File: src/rtl/acc_seq_pkg.sv
`default_nettype none
// +------------------------------------------------------------------------+
// | Package : acc_seq_pkg                                                   |
// | Purpose : Shared opcode constants, register-select constants and FSM    |
// |           state encoding for the accumulator sequencer.                 |
// | Revision: 1.0  initial release                                          |
// +------------------------------------------------------------------------+
package acc_seq_pkg;

  localparam logic [2:0] OP_LDI = 3'b000;
  localparam logic [2:0] OP_MOV = 3'b001;
  localparam logic [2:0] OP_ADD = 3'b010;
  localparam logic [2:0] OP_SUB = 3'b011;
  localparam logic [2:0] OP_AND = 3'b100;
  localparam logic [2:0] OP_OR  = 3'b101;
  localparam logic [2:0] OP_XOR = 3'b110;
  localparam logic [2:0] OP_NOP = 3'b111;

  localparam logic [1:0] REG_A   = 2'b00;
  localparam logic [1:0] REG_B   = 2'b01;
  localparam logic [1:0] REG_ACC = 2'b10;

  typedef enum logic [2:0] {
    ST_IDLE  = 3'd0,
    ST_READ  = 3'd1,
    ST_CAPT  = 3'd2,
    ST_EXEC  = 3'd3,
    ST_WRITE = 3'd4
  } state_t;

  // Both 10 and 11 address the accumulator; fold them onto one code.
  function automatic logic [1:0] norm_reg(input logic [1:0] sel);
    case (sel)
      REG_A:   norm_reg = REG_A;
      REG_B:   norm_reg = REG_B;
      default: norm_reg = REG_ACC;
    endcase
  endfunction

endpackage
`default_nettype wire

File: src/rtl/acc_alu.sv
`default_nettype none
// +------------------------------------------------------------------------+
// | Module  : acc_alu                                                       |
// | Purpose : Combinational ALU: result and carry/borrow from an opcode and |
// |           two operands. Arithmetic wraps modulo 2^DW.                   |
// | Ports   : op     - operation code                                      |
// |           a, b   - operands (a = rs1, b = rs2)                         |
// |           result - operation result                                    |
// |           carry  - ADD carry-out, SUB borrow (a < b), else 0           |
// | Revision: 1.0  initial release                                          |
// +------------------------------------------------------------------------+
module acc_alu
  import acc_seq_pkg::*;
#(
  parameter int DW = 32
) (
  input  logic [2:0]    op,
  input  logic [DW-1:0] a,
  input  logic [DW-1:0] b,
  output logic [DW-1:0] result,
  output logic          carry
);

  logic [DW:0] sum;
  assign sum = {1'b0, a} + {1'b0, b};

  always_comb begin
    result = '0;
    carry  = 1'b0;
    case (op)
      OP_MOV: result = a;
      OP_ADD: begin
        result = sum[DW-1:0];
        carry  = sum[DW];
      end
      OP_SUB: begin
        result = a - b;
        carry  = (a < b);
      end
      OP_AND: result = a & b;
      OP_OR:  result = a | b;
      OP_XOR: result = a ^ b;
      default: ;
    endcase
  end

endmodule
`default_nettype wire

File: src/rtl/acc_sequencer.sv
`default_nettype none
// +------------------------------------------------------------------------+
// | Module  : acc_sequencer                                                 |
// | Purpose : Multi-cycle instruction sequencer driving an external A/B/ACC |
// |           register bank. Flow IDLE->READ->CAPT->EXEC->WRITE for ALU/MOV,|
// |           IDLE->WRITE for LDI/NOP.                                      |
// | Ports   : clk, rst           - clock, async active-high reset          |
// |           instr_*, opcode, rd, rs1, rs2, imm - instruction handshake   |
// |           rb_*               - register bank read selects/data, write  |
// |           done               - one-cycle retire pulse                  |
// |           flag_z, flag_c     - zero and carry/borrow flags             |
// | Revision: 1.0  initial release                                          |
// +------------------------------------------------------------------------+
module acc_sequencer
  import acc_seq_pkg::*;
#(
  parameter int DW = 32
) (
  input  logic          clk,
  input  logic          rst,
  input  logic          instr_valid,
  output logic          instr_ready,
  input  logic [2:0]    opcode,
  input  logic [1:0]    rd,
  input  logic [1:0]    rs1,
  input  logic [1:0]    rs2,
  input  logic [DW-1:0] imm,
  output logic          rb_opwrite,
  output logic [1:0]    rb_reg_write,
  output logic [1:0]    rb_src_1,
  output logic [1:0]    rb_src_2,
  output logic [DW-1:0] rb_data,
  input  logic [DW-1:0] rb_data_src_1,
  input  logic [DW-1:0] rb_data_src_2,
  output logic          done,
  output logic          flag_z,
  output logic          flag_c
);

  state_t        state, state_nxt;
  logic [2:0]    op_q;
  logic [1:0]    rd_q, rs1_q, rs2_q;
  logic [DW-1:0] imm_q, opa_q, opb_q, res_q;
  logic          carry_q;
  logic [DW-1:0] alu_res;
  logic          alu_carry;
  logic [DW-1:0] wr_value;
  logic          accept;

  assign accept   = (state == ST_IDLE) && instr_valid;
  assign wr_value = (op_q == OP_LDI) ? imm_q : res_q;

  acc_alu #(.DW(DW)) u_alu (
    .op     (op_q),
    .a      (opa_q),
    .b      (opb_q),
    .result (alu_res),
    .carry  (alu_carry)
  );

  always_ff @(posedge clk or posedge rst) begin
    if (rst) state <= ST_IDLE;
    else     state <= state_nxt;
  end

  always_ff @(posedge clk or posedge rst) begin
    if (rst) begin
      op_q    <= OP_NOP;
      rd_q    <= REG_A;
      rs1_q   <= REG_A;
      rs2_q   <= REG_A;
      imm_q   <= '0;
      opa_q   <= '0;
      opb_q   <= '0;
      res_q   <= '0;
      carry_q <= 1'b0;
      flag_z  <= 1'b0;
      flag_c  <= 1'b0;
    end else begin
      if (accept) begin
        op_q  <= opcode;
        rd_q  <= norm_reg(rd);
        rs1_q <= rs1;
        rs2_q <= rs2;
        imm_q <= imm;
      end
      if (state == ST_CAPT) begin
        opa_q <= rb_data_src_1;
        opb_q <= rb_data_src_2;
      end
      if (state == ST_EXEC) begin
        res_q   <= alu_res;
        carry_q <= alu_carry;
      end
      // LDI never passes EXEC, so its carry_q is stale and must be masked.
      if (state == ST_WRITE && op_q != OP_NOP) begin
        flag_z <= (wr_value == '0);
        flag_c <= (op_q == OP_LDI) ? 1'b0 : carry_q;
      end
    end
  end

  always_comb begin
    state_nxt    = state;
    instr_ready  = 1'b0;
    rb_opwrite   = 1'b0;
    rb_reg_write = REG_A;
    rb_src_1     = REG_A;
    rb_src_2     = REG_A;
    rb_data      = '0;
    done         = 1'b0;
    case (state)
      ST_IDLE: begin
        instr_ready = 1'b1;
        if (instr_valid)
          state_nxt = (opcode == OP_LDI || opcode == OP_NOP) ? ST_WRITE : ST_READ;
      end
      ST_READ: begin
        rb_src_1  = rs1_q;
        rb_src_2  = rs2_q;
        state_nxt = ST_CAPT;
      end
      ST_CAPT: begin
        rb_src_1  = rs1_q;
        rb_src_2  = rs2_q;
        state_nxt = ST_EXEC;
      end
      ST_EXEC:  state_nxt = ST_WRITE;
      ST_WRITE: begin
        rb_opwrite   = (op_q != OP_NOP);
        rb_reg_write = rd_q;
        rb_data      = wr_value;
        done         = 1'b1;
        state_nxt    = ST_IDLE;
      end
      default: state_nxt = ST_IDLE;
    endcase
  end

endmodule
`default_nettype wire

File: config.mk
export PLATFORM = sky130hd
export DESIGN_NAME = acc_sequencer
export DESIGN_NICKNAME = d
export VERILOG_FILES = /design/src/rtl/acc_seq_pkg.sv /design/src/rtl/acc_alu.sv /design/src/rtl/acc_sequencer.sv
export SDC_FILE = /design/constraint.sdc
export NUM_CORES = 1
export LEC_CHECK = 0
export CAP_MARGIN = 30
export CORE_ASPECT_RATIO = 0.7
export CORE_UTILIZATION = 30
export DETAILED_ROUTE_END_ITERATION = 7
export HOLD_SLACK_MARGIN = 0.1
export PLACE_DENSITY = 0.56
export SLEW_MARGIN = 20
export SYNTH_ARGS = -nofsm -noshare
export SYNTH_HDL_FRONTEND = slang
export SYNTH_SLANG_ARGS = --single-unit
export TNS_END_PERCENT = 50
File: constraint.sdc
create_clock -name clk -period 6 [get_ports clk]
set_input_delay 1.5 -clock clk [delete_from_list [all_inputs] [get_ports clk]]
set_output_delay 1.5 -clock clk [all_outputs]
set_load 0.05 [all_outputs]
==> Word-level counts from Yosys, hierarchy flattened <==
Index checks and enable logic that the tools add are counted.
{ "word_totals": {"regBits": 143, "out_inout_bits": 43, "input_bits": 108} }
{ "classes": {"n_lt_le_gt_ge": 1, "bitwise_logic": 3, "n_eq_ne": 14, "n_reduce_logical": 9, "addsub": 2, "mux": 15} }
{ "ops": {"columns": ["op", "n"], "rows": [
  ["$pmux 32 s6", 1],
  ["$mux 32", 2],
  ["$add 32x32->33", 1],
  ["$and 32x32->32", 1],
  ["$logic_not 32->1", 1],
  ["$lt 32x32->1", 1],
  ["$or 32x32->32", 1],
  ["$sub 32x32->32", 1],
  ["$xor 32x32->32", 1],
  ["$eq 3x3->1 const B", 5],
  ["$eq 3x2->1 const B", 4],
  ["$pmux 3 s4", 1],
  ["$logic_not 3->1", 3],
  ["$eq 3x1->1 const B", 2],
  ["$mux 2", 3],
  ["$mux 3", 2],
  ["$mux 1", 4],
  ["$pmux 2 s2", 1],
  ["$ne 3x3->1 const B", 1],
  ["$eq 2x1->1 const B", 1],
  ["$logic_and 1x1->1", 2],
  ["$logic_not 2->1", 1],
  ["$ne 2x2->1 const B", 1],
  ["$pmux 1 s2", 1],
  ["2 further kinds", 2]
]} }

==> Depth between registers and ports, before layout <==
Gate-level depths: netlist of the first run.
{ "depth": {"word_depth": 5, "depth_mapped": 12, "ltp_nobuf": 12} }

==> Cells and area by module <==
Synthesis of the first run repeated with hierarchy kept, for this count alone.
{ "unflattened": {"cells_unflattened": 1341, "area_unflattened_um2": 11627.4} }
{ "by_module_without_submodules": {"columns": ["module", "area_each_um2", "instances", "cells_per_inst"], "rows": [
  ["acc_sequencer", 6067.1, 1, 465],
  ["acc_alu", 5560.3, 1, 876]
]} }

==> Worst setup path before layout of the first run <==
Ideal clock, no wire load.
{ "synth_timing": {"path_kind": "register -> output", "startpoint": "register op_q[1]", "endpoint": "output port rb_data[10]", "slack_ns": 2.174, "t_required_ns": 4.500, "path_stages_with_launch": 7, "arrival_ns": 2.326, "path_cell_list": "dfstp_2 > clkbuf_1 > or3_1 > clkbuf_1 > clkbuf_1 > nand2_1 > a21oi_1"} }
{ "synth_via": {"elab_chain_len": 3} }
{ "synth_rtl": {"columns": ["element", "line", "rtl"], "rows": [
  ["start: declaration", "acc_sequencer.sv:41", "logic [2:0] op_q;"],
  ["start signal: assignment", "acc_sequencer.sv:81", "op_q <= opcode;"],
  ["$logic_not 3->1", "acc_sequencer.sv:51", "assign wr_value = (op_q == OP_LDI) ? imm_q : res_q;"],
  ["$mux 32", "acc_sequencer.sv:51", null],
  ["$mux 32", "acc_sequencer.sv:112", "case (state)"],
  ["end: declaration", "acc_sequencer.sv:32", "output logic [DW-1:0] rb_data,"]
]} }
Every way passes these cells.

==> Worst setup path after layout of the first run <==
{ "layout_timing": {"startpoint": "register op_q[0]", "endpoint": "output port rb_data[29]"} }
The elaborated chain is that of the path after synthesis.

==> results of run 1 <==
-- layer usage --
layer	global-route usage, %	vias up	wire length [µm]
met5	0	-	0
met2	31.11	402	17350
li1	-	5276	-
met4	4.994	0	516
met3	3.911	43	2730
met1	30.56	5486	19670
-- flip-flops by register name, summed over array words and instances, names as in the netlist --
register,cells
imm_q,32
opa_q,32
opb_q,32
res_q,32
op_q,3
state,3
rd_q,2
rs1_q,2
rs2_q,2
carry_q,1
flag_c,1
flag_z,1
-- cells by family after synthesis --
family,count (synthesis)
AO/OA/AOI/OAI,494
AND/OR/NAND/NOR,422
buffers and inverters,201
flip-flops,143
adder cells (fa/ha/maj),107
multiplexers,52
XOR/XNOR,15
-- power groups by stage --
| stage | logic, µW | clock network (µW) | registers [µW] |
|---|---|---|---|
| floorplan | 4590 | 0 | 1720 |
| global placement | 6150 | 0 | 1900 |
| detailed placement | 6210 | 0 | 1900 |
| CTS | 6240 | 1190 | 1890 |
| global route | 6960 | 1240 | 1950 |
| finish | 6350 | 1170 | 1890 |
-- critical path: stages, from the launching register on --
cell and delay (ps):
dfstp_2 530, buf_4 320, buf_4 540, nor3_2 80, buf_4 270, nand2_1 120, a21oi_1 70, clkdlybuf4s50_1 720
-- placed cells by master (no fill, tap or decap), types with 5 or more instances in the layout --
cell             instances
a32o_1                   5
nand2b_1                 6
o211ai_1                16
nor4_1                  28
nand4_1                 14
o21a_1                   9
and2_1                   5
mux2i_1                 13
or3_1                    6
o22ai_1                 23
clkbuf_16               17
inv_1                  100
a21o_1                  16
a22oi_1                 19
a211oi_1                12
o21bai_1                13
o31ai_1                 11
nand2_1                213
a21oi_1                148
nor2_1                  84
and3_1                   5
nor2b_1                 12
o21ai_0                132
mux2_2                  39
a221o_1                 11
dfrtp_1                140
nand3_1                 12
nor3_1                  19
xnor2_1                 12
a31oi_1                 15
ha_1                   105
buf_4                   14
a221oi_1                 5
o221ai_1                 7
clkdlybuf4s50_1        150
o31a_1                   6
o211a_1                  6
-- final cells by class --
cell class                 count  area, µm²
fill                        3836      23390
timing repair buffer         166       1637
inverter                     102      387.9
clock inverter                14      188.9
multi-input combinational   1090       7039
tap                          488      610.6
clock buffer                  18      439.2
sequential                   143       3582
-- stage by stage --
stage	cells	setup slack, ps	area [µm²]
5_1_grt	2021	1209	13880
2_1_floorplan	1434	667.0	11390
6_report	2021	1358	13880
3_5_place_dp	1989	1858	13260
4_1_cts	2021	1377	13880
3_3_place_gp	1987	1874	13230
-- final timing paths --
kind / from / end
max in group asynchronous: rst / opb_q[22]$_DFFE_PP0N_
min in group asynchronous: rst / imm_q[2]$_DFFE_PP0P_
worst max-delay path: op_q[0]$_DFFE_PP1P_ / rb_data[29]
worst min-delay path: flag_z$_DFFE_PP0P_ / flag_z$_DFFE_PP0P_
worst min register to register: flag_z$_DFFE_PP0P_ / flag_z$_DFFE_PP0P_
worst max register to register: opa_q[0]$_DFFE_PP0N_ / carry_q$_DFFE_PP0N_
==> flow_summary.ini, run 1 <==
[synthesis]
ys_seq_area_share_pct = 31.46
yosysUniqueCellTypes = 72
synth-edff-count = 0
synth_ff_type = dfrtp_1
yosysWarnings = 0
async_flop_share_pct = 100.0
synth.most_common_cell = nand2_1
ys_seq_elements = 143
synth.top_cell.area_share_pct = 30.77
synth_fa_ha_area_share_pct = 11.89
synth_top_family_by_area = compound AO/OA/AOI/OAI gates
synth_mux_area_share_pct = 5.000
synthCells = 1434
yosys.area_share.xor_xnor_pct = 1.154
synth_common_cells = nand2_1, a21oi_1, dfrtp_1
synth_top_area_cell = dfrtp_1
synth_compound_area_share_pct = 27.10
syn_nets = 1649
syn-mean-instance-area_um2 = 7.940
netlist_area_um2 = 11390
synthSimpleGateAreaFrac_pct = 16.55
netlist_top_cells_area = dfrtp_1, ha_1, nand2_1, a21oi_1, o21ai_0

[global_routing]
antenna_found_initial = 0
grt_pass1_wl_um = 62530
grt_start_max_net_pins = 80
grt_overflow = 0
first_global_vias = 10600
grt_use_total_pct = 20.80

[cells_and_area]
final_nets = 1735
utilization_pct = 37.24
drive_gt1_share_pct = 6.654
area_growth_pct = 21.95
diodes = 0

[clocking]
clock-sinks = 143
clk_pin_slew_ps = 70
clock_path_buffers = 2
cts_tree = built
post_cts_buffers = 0
h-tree-depth = 4
clk_latency_ps = 450
numCtsBuffers = 17
cts_resized = 0
cts-root-buf = clkbuf_16
hold_buffers = 0

[placement]
gp_congestion = 0.9425
dpl.hpwl_um = 30240
port_buffers = 150

[pwr]
power_density_nw_per_um2 = 677.3
total_power_uw = 9403
ir_worst_vdd_mv = 0.2659
p_sw_share_pct = 53.55
pwr-share-clk_pct = 12.4
combPwrFrac_pct = 67.5
power.net_switching_uw = 5036
p_leak_uw = 0.005803
seqPwrFrac_pct = 20.1
p_int_uw = 4368

[timing]
post-route-period-util_pct = 77.37
worstMarginPinSlew_ps = 959.4
setup_viol = 0
rsz0062_at_grt = no
whs_ps = 490.4
hold_viol = 0
slew_viol_final = 0
fin_crit_ps = 4642
setup_tns_ps = 0
max_freq_mhz = 215.4
relSlewSlack_pct = 36.04
clock-skew-final_ps = 9.207

[hold_path]
min_path_cells = 2
hp-class = reg -> reg

[floorplan]
die_area_um2 = 38750
dieHeight_um = 165.0
die_w_um = 234.9
initial_core_util_pct = 30.54
fp.coreArea_um2 = 37280
num_rows = 59
boundaryPins = 151

[route]
drt_pass1_iterations = 5
drc = 0
drtIter0Drc = 1149
wl_um = 40270
viasPerCell = 5.545
ant_nets = 0
vias = 11210
avgRoutedWirePerCell_um = 19.93

[setup_path]
cp.required_ps = 4500
r2r_slack_ps = 2230
path_max_fanout = 52
end_kind = primary output
start_kind = register
path_class = reg -> out
arrival_ps = 3140
rr_worst_depth = 12

[outcome]
status = finished, final reports clean

[flow_run]
maxCapViolCount = 0
Note: power is estimated with default switching activity, not from simulation.
==> run 2, diff against run 1 <==
Settings changed: PLACE_DENSITY 0.56 to 0.57.
Clock period 6 ns to 4.1 ns, I/O delays scaled along.
==> flow_summary.ini, run 2 (same netlist as run 1, synthesis figures left out) <==
[route]
dr.max_layer_used = met4
avgRoutedWirePerCell_um = 20.08
drtIter0Drc = 1083
route.met3.wl_um = 2476
wl_met2_um = 17470
viasPerCell = 5.454
wl_um = 40840
vias = 11090
drc = 0
drt_pass1_iterations = 5
ant_nets = 0
wl_met1_um = 20350

[cells_and_area]
layout_common_cells = nand2_1, a21oi_1, dfrtp_1
area_growth_pct = 25.35
diodes = 0
final_nets = 1748
drive_gt1_share_pct = 9.508
layout_commonest_cell = nand2_1

[clocking]
hold_buffers = 0
h-tree-depth = 4
clk_pin_slew_ps = 70
cts-root-buf = clkbuf_16
clock_path_buffers = 2
clk_latency_ps = 450
cts_tree = built
post_cts_buffers = 0
numCtsBuffers = 17
cts_resized = 0
clock-sinks = 143

[timing]
clock-skew-final_ps = 13.53
whs_ps = 476.0
hold_viol = 0
post-route-period-util_pct = 89.44
setup_viol = 0
relSlewSlack_pct = 46.70
max_freq_mhz = 272.7
slew_viol_final = 0
worstMarginPinSlew_ps = 799.5
setup_tns_ps = 0
fin_crit_ps = 3667
rsz0062_at_grt = no

[floorplan]
boundaryPins = 151
dieHeight_um = 165.0
initial_core_util_pct = 30.54
die_w_um = 234.9
fp.coreArea_um2 = 37280
num_rows = 59
die_area_um2 = 38750

[setup_path]
path_class = reg -> out
cp-startpoint = state[0]$_DFFE_PP0P_
rr_worst_depth = 12
end_kind = primary output
start_kind = register
crit-reg2reg-launch = opa_q[0]$_DFFE_PP0N_
cp.required_ps = 3070
arrival_ps = 2640
path_max_fanout = 33

[outcome]
status = finished, final reports clean

[pwr]
power_density_nw_per_um2 = 970.9
p_leak_uw = 0.005994
total_power_uw = 13860
ir_worst_vdd_mv = 0.3537

[global_routing]
grt_start_max_net_pins = 129
first_global_vias = 10630
antenna_found_initial = 0
grt_pass1_wl_um = 63450
grt_overflow = 0
grt_use_total_pct = 21.20

[hold_path]
hp-class = reg -> reg
hp-start = flag_z$_DFFE_PP0P_
min_path_cells = 2

[flow_run]
maxCapViolCount = 0

[placement]
dpl.hpwl_um = 30810
port_buffers = 150
gp_congestion = 0.9801
run 2: changes by cell type in the layout (fill, tap and decap cells not counted), moves of 3 or more:
cell / delta
buf_12: +35
buf_4: +12
bufinv_16: -3
clkdlybuf4s50_1: -32
clkinv_2: -3
inv_6: +4
run 2: critical path, stage by stage (launching register included):
cell	delay, ps
dfrtp_1	480
nor2_1	150
nand2_1	110
buf_4	270
inv_1	130
nand2_1	130
inv_1	110
clkdlybuf4s50_1	800
run 2: through the flow:
step,utilization [%],setup WS (ps),cells,cell area [µm²]
detailed placement,36.72,546.9,2001,13690
finish,38.28,433.1,2034,14270
global route,38.28,239.0,2034,14270
global placement,36.72,582.1,2001,13690
CTS,38.26,402.1,2033,14260
floorplan,-,748.8,1434,11390
run 2: layout make-up:
class | count | area (µm²)
timing repair buffer | 179 | 2077
fill | 3813 | 23010
sequential | 143 | 3582
clock buffer | 17 | 425.4
inverter | 102 | 386.6
multi-input combinational | 1090 | 7039
clock inverter | 15 | 151.4
tap | 488 | 610.6
run 2: per-layer routing:
| metal | up-vias | GRT usage (%) |
|---|---|---|
| li1 | 5301 | - |
| met1 | 5410 | 30.94 |
| met2 | 348 | 32.01 |
| met3 | 34 | 4.279 |
| met4 | 0 | 4.516 |
| met5 | - | 0 |
run 2: power by group:
part	leakage (µW)	total (µW)	internal, µW	switching (µW)
registers	0.00177	2780	2090	687
clock network	0.000280	1590	856	733
logic	0.00394	9490	3410	6080
run 2: worst paths after layout:
kind	end	slack [ps]
worst max-delay path	rb_opwrite	430
worst min-delay path	flag_z$_DFFE_PP0P_	480
worst max register to register	carry_q$_DFFE_PP0N_	480
worst min register to register	flag_z$_DFFE_PP0P_	480
max in group asynchronous	opb_q[21]$_DFFE_PP0N_	2520
min in group asynchronous	res_q[3]$_DFFE_PP0N_	1080
==> run 3, diff against run 2 <==
Settings changed: ABC_CLOCK_PERIOD_IN_PS set to 4100.
==> results of run 3 <==
The final DEF is identical to that of run 2; final timing and power are the same.
